$ cat src/rtl/peak_pkg.sv
// Shared types for the spectral peak picker: ranked entry layout and FSM states.
package peak_pkg;

    localparam int PEAK_BIN_W   = 9;
    localparam int PEAK_MAG_W   = 16;
    localparam int PEAK_ENTRY_W = PEAK_BIN_W + PEAK_MAG_W;

    typedef struct packed {
        logic [PEAK_BIN_W-1:0] bin;
        logic [PEAK_MAG_W-1:0] mag;
    } peak_entry_t;

    typedef enum logic [1:0] {
        COLLECT = 2'd0,
        FLUSH   = 2'd1,
        PUBLISH = 2'd2
    } peak_state_t;

endpackage

$ cat src/rtl/peak_sorted_list.sv
// K-entry descending insertion-sort list of {bin, mag}; one insertion per cycle.
module peak_sorted_list #(
    parameter int K     = 10,
    parameter int BIN_W = 9,
    parameter int MAG_W = 16,
    parameter int CNT_W = $clog2(K + 1)
) (
    input  logic                            clk,
    input  logic                            reset,
    input  logic                            clear,
    input  logic                            insert,
    input  logic [BIN_W-1:0]                in_bin,
    input  logic [MAG_W-1:0]                in_mag,
    output logic [K-1:0][BIN_W+MAG_W-1:0]   entries,
    output logic [CNT_W-1:0]                count,
    output logic                            full
);

    localparam int EW = BIN_W + MAG_W;

    logic [K-1:0][EW-1:0] entries_r;
    logic [K-1:0][EW-1:0] prev_s;
    logic [K-1:0]         vld_r;
    logic [K-1:0]         vld_prev_s;
    logic [K-1:0]         gt_s;
    logic [K-1:0]         above_s;
    logic [CNT_W-1:0]     count_r;

    // Slot i yields when empty or strictly smaller, so equal magnitudes keep the earlier bin above.
    always_comb begin
        gt_s = '0;
        for (int i = 0; i < K; i++) begin
            gt_s[i] = !vld_r[i] || (in_mag > entries_r[i][MAG_W-1:0]);
        end
        above_s    = {gt_s[K-2:0], 1'b0};
        prev_s     = {entries_r[K-2:0], {EW{1'b0}}};
        vld_prev_s = {vld_r[K-2:0], 1'b0};
    end

    // Parallel compare-and-shift insertion; the bottom entry falls off when the list is full.
    always_ff @(posedge clk) begin
        if (!reset || clear) begin
            entries_r <= '0;
            vld_r     <= '0;
            count_r   <= '0;
        end else if (insert && gt_s[K-1]) begin
            for (int i = 0; i < K; i++) begin
                if (gt_s[i] && !above_s[i]) begin
                    entries_r[i] <= {in_bin, in_mag};
                    vld_r[i]     <= 1'b1;
                end else if (gt_s[i]) begin
                    entries_r[i] <= prev_s[i];
                    vld_r[i]     <= vld_prev_s[i];
                end
            end
            if (count_r != CNT_W'(K)) begin
                count_r <= count_r + CNT_W'(1);
            end
        end
    end

    assign entries = entries_r;
    assign count   = count_r;
    assign full    = (count_r == CNT_W'(K));

endmodule

$ cat src/rtl/spectral_peak_picker.sv
// Streaming top-K spectral peak picker publishing a sorted {bin, mag} list per frame.
// Define PEAK_LOCAL_MAX_EN to rank only local maxima instead of every sample above threshold.
module spectral_peak_picker
    import peak_pkg::*;
#(
    parameter int MAXIMAS_COUNT = 10,
    parameter int BIN_W         = 9,
    parameter int MAG_W         = 16
) (
    input  logic                                        clk,
    input  logic                                        reset,
    input  logic                                        mag_valid,
    output logic                                        mag_ready,
    input  logic [MAG_W-1:0]                            mag_data,
    input  logic                                        mag_last,
    input  logic [MAG_W-1:0]                            threshold,
    output logic [MAXIMAS_COUNT-1:0][BIN_W+MAG_W-1:0]   maximas,
    output logic [$clog2(MAXIMAS_COUNT+1)-1:0]          maximas_count,
    output logic                                        maximas_found_active
);

    localparam int EW    = BIN_W + MAG_W;
    localparam int CNT_W = $clog2(MAXIMAS_COUNT + 1);

    peak_state_t                          state_r;
    logic [BIN_W-1:0]                     bin_r;
    logic [MAXIMAS_COUNT-1:0][EW-1:0]     maximas_r;
    logic [CNT_W-1:0]                     maximas_count_r;
    logic                                 found_r;
    logic                                 accept_s;
    logic                                 ins_s;
    logic                                 list_insert_s;
    logic [BIN_W-1:0]                     ins_bin_s;
    logic [MAG_W-1:0]                     ins_mag_s;
    logic [MAXIMAS_COUNT-1:0][EW-1:0]     list_entries_s;
    logic [CNT_W-1:0]                     list_count_s;
    logic                                 list_full_s;

    assign mag_ready = (state_r == COLLECT);
    assign accept_s  = mag_valid && mag_ready;

`ifdef PEAK_LOCAL_MAX_EN
    logic [MAG_W-1:0] prev_mag_r;
    logic [MAG_W-1:0] cur_mag_r;
    logic [MAG_W-1:0] cur_thr_r;
    logic [BIN_W-1:0] cur_bin_r;
    logic             pend_r;
    logic             cand_s;

    // Bin k is judged once its right neighbour arrives, or in FLUSH against an implicit zero.
    always_comb begin
        ins_bin_s = cur_bin_r;
        ins_mag_s = cur_mag_r;
        cand_s    = pend_r && (cur_mag_r > prev_mag_r) && (cur_mag_r > cur_thr_r);
        if (accept_s) begin
            ins_s = cand_s && (cur_mag_r >= mag_data);
        end else if (state_r == FLUSH) begin
            ins_s = cand_s;
        end else begin
            ins_s = 1'b0;
        end
    end

    // Neighbour window: left magnitude, pending bin and the threshold it arrived with.
    always_ff @(posedge clk) begin
        if (!reset || (state_r == PUBLISH)) begin
            prev_mag_r <= '0;
            cur_mag_r  <= '0;
            cur_thr_r  <= '0;
            cur_bin_r  <= '0;
            pend_r     <= 1'b0;
        end else if (accept_s) begin
            prev_mag_r <= cur_mag_r;
            cur_mag_r  <= mag_data;
            cur_thr_r  <= threshold;
            cur_bin_r  <= bin_r;
            pend_r     <= 1'b1;
        end
    end
`else
    // Every accepted sample above threshold is a candidate in its own cycle.
    always_comb begin
        ins_bin_s = bin_r;
        ins_mag_s = mag_data;
        ins_s     = accept_s && (mag_data > threshold);
    end
`endif

    // A full list only admits candidates that beat its lowest entry.
    assign list_insert_s = ins_s &&
        (!list_full_s || (ins_mag_s > list_entries_s[MAXIMAS_COUNT-1][MAG_W-1:0]));

    peak_sorted_list #(
        .K     (MAXIMAS_COUNT),
        .BIN_W (BIN_W),
        .MAG_W (MAG_W),
        .CNT_W (CNT_W)
    ) u_list (
        .clk     (clk),
        .reset   (reset),
        .clear   (state_r == PUBLISH),
        .insert  (list_insert_s),
        .in_bin  (ins_bin_s),
        .in_mag  (ins_mag_s),
        .entries (list_entries_s),
        .count   (list_count_s),
        .full    (list_full_s)
    );

    // Frame FSM, saturating bin counter and published output registers.
    always_ff @(posedge clk) begin
        if (!reset) begin
            state_r         <= COLLECT;
            bin_r           <= '0;
            maximas_r       <= '0;
            maximas_count_r <= '0;
            found_r         <= 1'b0;
        end else begin
            found_r <= 1'b0;
            case (state_r)
                COLLECT: begin
                    if (accept_s) begin
                        if (bin_r != {BIN_W{1'b1}}) begin
                            bin_r <= bin_r + BIN_W'(1);
                        end
                        if (mag_last) begin
                            state_r <= FLUSH;
                        end
                    end
                end
                FLUSH: begin
                    state_r <= PUBLISH;
                end
                PUBLISH: begin
                    maximas_r       <= list_entries_s;
                    maximas_count_r <= list_count_s;
                    found_r         <= 1'b1;
                    bin_r           <= '0;
                    state_r         <= COLLECT;
                end
                default: begin
                    state_r <= COLLECT;
                end
            endcase
        end
    end

    assign maximas              = maximas_r;
    assign maximas_count        = maximas_count_r;
    assign maximas_found_active = found_r;

endmodule

$ cat config.mk
export PLATFORM = sky130hd
export DESIGN_NAME = spectral_peak_picker
export DESIGN_NICKNAME = d
export VERILOG_FILES = /design/src/rtl/peak_pkg.sv /design/src/rtl/peak_sorted_list.sv /design/src/rtl/spectral_peak_picker.sv
export SDC_FILE = /design/constraint.sdc
export NUM_CORES = 1
export LEC_CHECK = 0
export ABC_CLOCK_PERIOD_IN_PS = 4200
export BUFFER_PORTS_ARGS = -buffer_cell sky130_fd_sc_hd__buf_2
export CAP_MARGIN = 20
export CORE_MARGIN = 3
export CORE_UTILIZATION = 45
export DETAILED_ROUTE_END_ITERATION = 8
export GPL_TIMING_DRIVEN = 0
export RECOVER_POWER = 25
export SLEW_MARGIN = 30
export SYNTH_ARGS = -nofsm -noshare
export SYNTH_HDL_FRONTEND = slang
export SYNTH_SLANG_ARGS = --single-unit
$ cat constraint.sdc
create_clock -name clk -period 4.2 [get_ports clk]
set_clock_uncertainty 0.2 [all_clocks]
set_input_delay 0.42 -clock clk [delete_from_list [all_inputs] [get_ports clk]]
set_output_delay 0.42 -clock clk [all_outputs]
set_load 0.005 [all_outputs]
## Word level (Yosys, flattened, before mapping)

Index checks and enable logic that the tools add are counted.

| storage, ports and cells | value |
|---|---|
| register bits | 530 |
| bits of input ports | 36 |
| output and inout port bits | 256 |

| operators by class | value |
|---|---|
| add/subtract/negate cells | 2 |
| eq/ne operators | 8 |
| magnitude comparators | 11 |
| muxes and demuxes | 43 |
| reduce and logical (&&, ||, !) cells | 70 |

Operator list:

| operator | count |
|---|---|
| 2-to-1 mux 25 bit | 18 |
| greater-than comparator 16 bit | 11 |
| AND reduction 2 bit | 12 |
| zero test 1 bit | 21 |
| nonzero test 2 bit | 10 |
| 2-to-1 mux 1 bit | 19 |
| 2-to-1 mux 9 bit | 2 |
| case mux 9 bit (2 select lines) | 1 |
| logical AND 1 bit | 13 |
| logical OR 1 bit | 12 |
| adder 9 x 1 -> 9 bit (second input constant) | 1 |
| inequality test 9 bit (second input constant) | 1 |
| inequality test 2 x 1 -> 1 bit (second input constant) | 3 |
| adder 4 x 1 -> 4 bit (second input constant) | 1 |
| equality test 4 bit (second input constant) | 1 |
| 2-to-1 mux 2 bit | 2 |
| inequality test 4 bit (second input constant) | 1 |
| case mux 2 bit (2 select lines) | 1 |
| AND reduction 3 bit | 1 |
| equality test 2 x 1 -> 1 bit (second input constant) | 1 |
| equality test 2 bit (second input constant) | 1 |
| zero test 2 bit | 1 |

## Longest topological paths before layout

| depth | value |
|---|---|
| word-level depth | 6 |
| depth in mapped cells | 13 |

## By module

From an unflattened synthesis, not the netlist that was laid out.

| second synthesis, totals | value |
|---|---|
| cells, all modules | 3006 |
| area total of the unflattened synthesis | 25864.8 sq um |

By module, submodules not included:

| module | seq. area each (sq um) | instances | area each (sq um) | cells an instance |
|---|---|---|---|---|
| peak_sorted_list | 5285.1 | 1 | 15233.4 | 1733 |
| spectral_peak_picker | 5325.1 | 1 | 10631.4 | 1273 |

## Worst setup path after synthesis

OpenSTA, ideal clock, no wires.

| path | value |
|---|---|
| path kind | input port to flip-flop |
| start | in mag_data[0] |
| end | reg u_list.entries_r (netlist bit u_list.entries[144]) |
| slack | 914 ps |
| stages | 11 |
| arrival time | 2962 ps |
| library setup time | 124 ps |
| required time | 3876 ps |
| cell sequence | clkbuf_1 > inv_1 > ha_1 > and3_1 > nand3_1 > nor4_1 > a21o_1 > nor2_1 > clkbuf_1 > mux2i_1 > o22ai_2 |

| on the way | value |
|---|---|
| word-level cells in the longest chain between the ends | 6 |
| elaborated cells between the ends (all ways) | 16 |

Ends and longest elaborated chain:

| item | line | source |
|---|---|---|
| from (decl) | spectral_peak_picker.sv:14 | `input logic [MAG_W-1:0] mag_data,` |
| greater-than comparator 16 bit | peak_sorted_list.sv:33 | `gt_s[i] = !vld_r[i] \|\| (in_mag > entries_r[i][MAG_W-1:0]);` |
| logical OR 1 bit | peak_sorted_list.sv:33 |  |
| zero test 1 bit | peak_sorted_list.sv:48 | `if (gt_s[i] && !above_s[i]) begin` |
| logical AND 1 bit | peak_sorted_list.sv:48 |  |
| nonzero test 2 bit (no source line) | - |  |
| AND reduction 2 bit (no source line) | - |  |
| to (signal, indexed assignment) | peak_sorted_list.sv:49 | `entries_r[i] <= {in_bin, in_mag};` |
| to (signal, indexed assignment) | peak_sorted_list.sv:52 | `entries_r[i] <= prev_s[i];` |
| to (decl) | peak_sorted_list.sv:21 | `logic [K-1:0][EW-1:0] entries_r;` |

Parallel ways exist; a longest one is shown, timed or not.
A chain may end at the register's enable or synchronous reset.

## Worst setup path after layout

| path | value |
|---|---|
| start | in mag_data[0] |
| end | reg u_list.entries_r (netlist bit u_list.entries[36]) |

The elaborated chain is that of the path after synthesis.

==> impl_table.tex <==
\begin{tabular}{lr}
\hline
Metric & Value \\
\hline
\multicolumn{2}{l}{\textbf{Floorplan}} \\
Placeable core area & 50700 sq um \\
Ports & 292 \\
Initial core utilization & a little under half \\
Die Span Y & between 200 and 250 um \\
Die Outline Area & around 55000 sq um \\
Floorplan die width & between 200 and 250 um \\
Count of standard-cell rows & 82 \\
\multicolumn{2}{l}{\textbf{Timing}} \\
Transition time at the pin with the least slew margin & 954 ps \\
RSZ-0062 raised after global routing & no \\
Final setup violation count & 0 \\
Hold violation count in the final report & 0 \\
Worst rel slew slack & between 30\% and 40\% \\
Final min period & between 3000 and 4000 ps \\
FMAX & around 0.25 GHz \\
Number of max-slew violations in the final report & 0 \\
Smallest hold slack & approximately 230 ps \\
Post-route fraction of the period consumed by the critical path & 94.4\% \\
Final sum of negative setup slack & 0 ps \\
Setup WS post-layout & 235 ps \\
\multicolumn{2}{l}{\textbf{Min path}} \\
Hold/Removal Path Class & in -> reg \\
\multicolumn{2}{l}{\textbf{Detailed routing}} \\
DRC viols & 0 \\
Via count & 19400 \\
Vias per Instance & a little under 6 \\
Drt pass-1 iters & 5 \\
First-iteration detailed-routing DRC count & $\sim$1600 \\
Routed length per placed instance & around 23 um \\
Detailed Route WL & 76700 um \\
Post-detailed-route count of antenna-violating nets & 0 \\
\multicolumn{2}{l}{\textbf{Placement}} \\
Weighted congestion reported at the end of routability-driven placement & between 0.8 and 0.9 \\
Cell count after placement & 3233 \\
Placed wire-length estimate after detailed placement & $\sim$61000 um \\
Worst Setup Slack post-DPL & -373 ps \\
Port Buf Inserts & between 200 and 300 \\
\multicolumn{2}{l}{\textbf{Pwr}} \\
Proportion of total power due to net switching & between 20\% and 30\% \\
Reg power frac & 46.5\% \\
P\_int & just over 8000 uW \\
P\_sw & $\sim$2800 uW \\
Static Leakage & roughly 0.011 uW \\
Final Total Pwr & between 10000 and 15000 uW \\
Power Dens Cells & just over 400 nW/um\^{}2 \\
Combinational group share of total power & approximately 8.3\% \\
Part of the total power dissipated in the clock network & 45.2\% \\
Worst ir drop on vdd & around 0.00029 V \\
\multicolumn{2}{l}{\textbf{Setup path}} \\
Most common cell on crit path & clkbuf\_1 \\
Cell at the slowest stage of the critical path & clkbuf\_1 \\
Critical Path Max Stage Delay & approximately 500 ps \\
CP top delay family & buffers and inverters \\
Data arrival time at the worst-slack endpoint & around 4300 ps \\
Worst Path Class, Setup & in -> reg \\
Critical path launch point type & primary input \\
Kind of end point of the critical path & flip-flop \\
Series of cell instances along the critical path & clkbuf\_1, inv\_1, ha\_1, nor2b\_1, o211ai\_1, a211oi\_4, o31ai\_2, nor2\_1, buf\_2, nand3\_1, clkbuf\_1, o2bb2ai\_1 \\
Number of buffers and inverters on the critical path & 4 \\
Crit path required time & about 4500 ps \\
Worst-path maximum fanout & 12 \\
\multicolumn{2}{l}{\textbf{Clocking}} \\
Total of hold buffers inserted after clock tree synthesis & 4 \\
Resize count post-CTS & 0 \\
Buffers inserted during post-CTS setup optimization & 0 \\
Number of buffers created by CTS & 55 \\
Clk sink count & 530 \\
Clock-pin slew on the worst setup and hold paths & approximately 60 ps \\
CTS Root Buffer Type & clkbuf\_16 \\
Latest clock arrival within the worst-skew pair & $\sim$620 ps \\
Maximum clock path buffer count & 3 \\
TritonCTS clock tree & yes \\
H-tree depth & 2 \\
\multicolumn{2}{l}{\textbf{Layout}} \\
Fin cells & roughly 3300 \\
Number of inserted diodes & 0 \\
Syn-to-layout area delta & 17.3\% \\
Final-stage net count & around 2800 \\
Number of inserted filler cells in the final layout & $\sim$4700 \\
Ratio of cells with drive above 1 in the final layout & a little under an eighth \\
\multicolumn{2}{l}{\textbf{GRT}} \\
Largest net degree at the start of global routing & 16 \\
Overall routing resource usage & between 20\% and 30\% \\
Antenna violations before repair & 0 \\
Vias in the first global route & 18800 \\
First-pass GRT wire length & roughly 110000 um \\
Total congestion overflow & 0 \\
\multicolumn{2}{l}{\textbf{Yosys}} \\
Cell type contributing the most total cell area after synthesis & dfxtp\_1 \\
Proportion of synthesized flip-flops having asynchronous set or reset & 0\% \\
Synth warn & 0 \\
Most common cell in the synthesized netlist & dfxtp\_1 \\
Ys flop type & dfxtp\_1 \\
Portion of synthesized cell area occupied by the leading cell type & 45.4\% \\
Post-Synthesis Mean Instance Area & a little over 10 sq um \\
Synth top area cells & dfxtp\_1, mux2i\_1, ha\_1 \\
Syn Inst Count & $\sim$2300 \\
Cell types with the highest counts after synthesis & dfxtp\_1, a22o\_1, mux2i\_1 \\
Count of state elements after synthesis & 530 \\
Number of enable-type register cells in the synthesized netlist & 0 \\
Sequential area share after synthesis & approximately 45\% \\
Netlist area before placement & around 23000 sq um \\
Post-synth net total & 2487 \\
Post-synth cell types & between 60 and 70 \\
\multicolumn{2}{l}{\textbf{Run}} \\
Max-cap violation count & 0 \\
\multicolumn{2}{l}{\textbf{Status}} \\
Outcome & complete, no violations \\
\hline
\end{tabular}
==> cell usage in the layout (no fill, tap or decap), types with 9 or more instances in the layout <==
cell type  count
a211oi_1      14
nor2_1        61
a22o_1       254
buf_2        192
dfxtp_1      530
nand3_1       26
nor2b_1       12
inv_1        173
clkbuf_1     237
mux2i_1      227
nand2_1      106
a21o_1         9
o21ai_0       74
buf_1         36
clkinv_2      10
nand4_1       33
clkbuf_16     55
o211ai_1      10
o2bb2ai_1    176
o32ai_1       15
a21oi_1      103
ha_1         180
==> cell families after synthesis <==
group / Yosys count / share of synthesized area (%)
buffers and inverters: 341 / 5.72
AOI/OAI and AO/OA: 700 / 23.4
xor gates and xnor gates: 6 / 0.225
muxes: 228 / 9.78
and+or+nand+nor: 286 / 5.82
adders and majority gates: 180 / 9.65
DFF: 530 / 45.4
==> per-layer routing <==
metal	share of wire, %	vias to the layer above	routed length (um)	global-route usage (%)
met5	0	-	0	0
met4	2.5	0	1950	8.21
met3	5.7	101	4380	3.02
met2	44	604	33900	42.3
met1	48	9559	36500	40.1
li1	-	9135	-	-
==> final timing paths <==
kind	from	slack, ps	endpoint	cells after the start
setup / recovery	mag_data[0]	230	u_list.entries[36]$_SDFFE_PP0P_	12
hold / removal	mag_data[0]	230	u_list.entries[200]$_SDFFE_PP0P_	3
setup reg to reg	u_list.entries[189]$_SDFFE_PP0P_	320	u_list.entries[183]$_SDFFE_PP0P_	10
hold reg to reg	state_r[1]$_SDFFE_PN0P_	260	state_r[1]$_SDFFE_PN0P_	1
==> power groups by stage <==
| stage | sequential, uW | clock [uW] | combinational [uW] |
|---|---|---|---|
| CTS | 5140 | 5060 | 906 |
| global placement | 5250 | 0 | 866 |
| finish | 5140 | 5000 | 920 |
| global route | 5140 | 5260 | 1010 |
| floorplan | 5230 | 0 | 581 |
| detailed placement | 5250 | 0 | 898 |
==> tightest hold or removal path, stage by stage <==
cell	delay [ps]
clkbuf_1	290
nor2_1	190
o2bb2ai_1	90
==> through the flow <==
step | util (%) | cell area, sq um
6_report | 54.0 | 27400
5_1_grt | 54.0 | 27400
4_1_cts | 54.3 | 27500
3_5_place_dp | 50.6 | 25700
3_3_place_gp | 50.6 | 25600
2_1_floorplan | - | 23300
==> final cells by class <==
| class | instances | area, sq um | area share [%] |
|---|---|---|---|
| Clock inverter | 21 | 300 | 1.10 |
| Multi-Input combinational cell | 1400 | 11400 | 41.7 |
| Clock buffer | 76 | 1540 | 5.60 |
| Sequential cell | 530 | 10600 | 38.7 |
| Timing Repair Buffer | 294 | 1350 | 4.93 |
| Buffer | 168 | 687 | 2.51 |
| Tap cell | 672 | 841 | 3.07 |
| Inverter | 173 | 649 | 2.37 |
==> sequential cells by signal, summed over array words and instances (netlist names) <==
signal and cells:
bin_r 9, maximas 250, maximas_count 4, maximas_found_active 1
state_r 2, u_list.count 4, u_list.entries 250, u_list.vld_r 10
(Power assumes the default switching activity.)
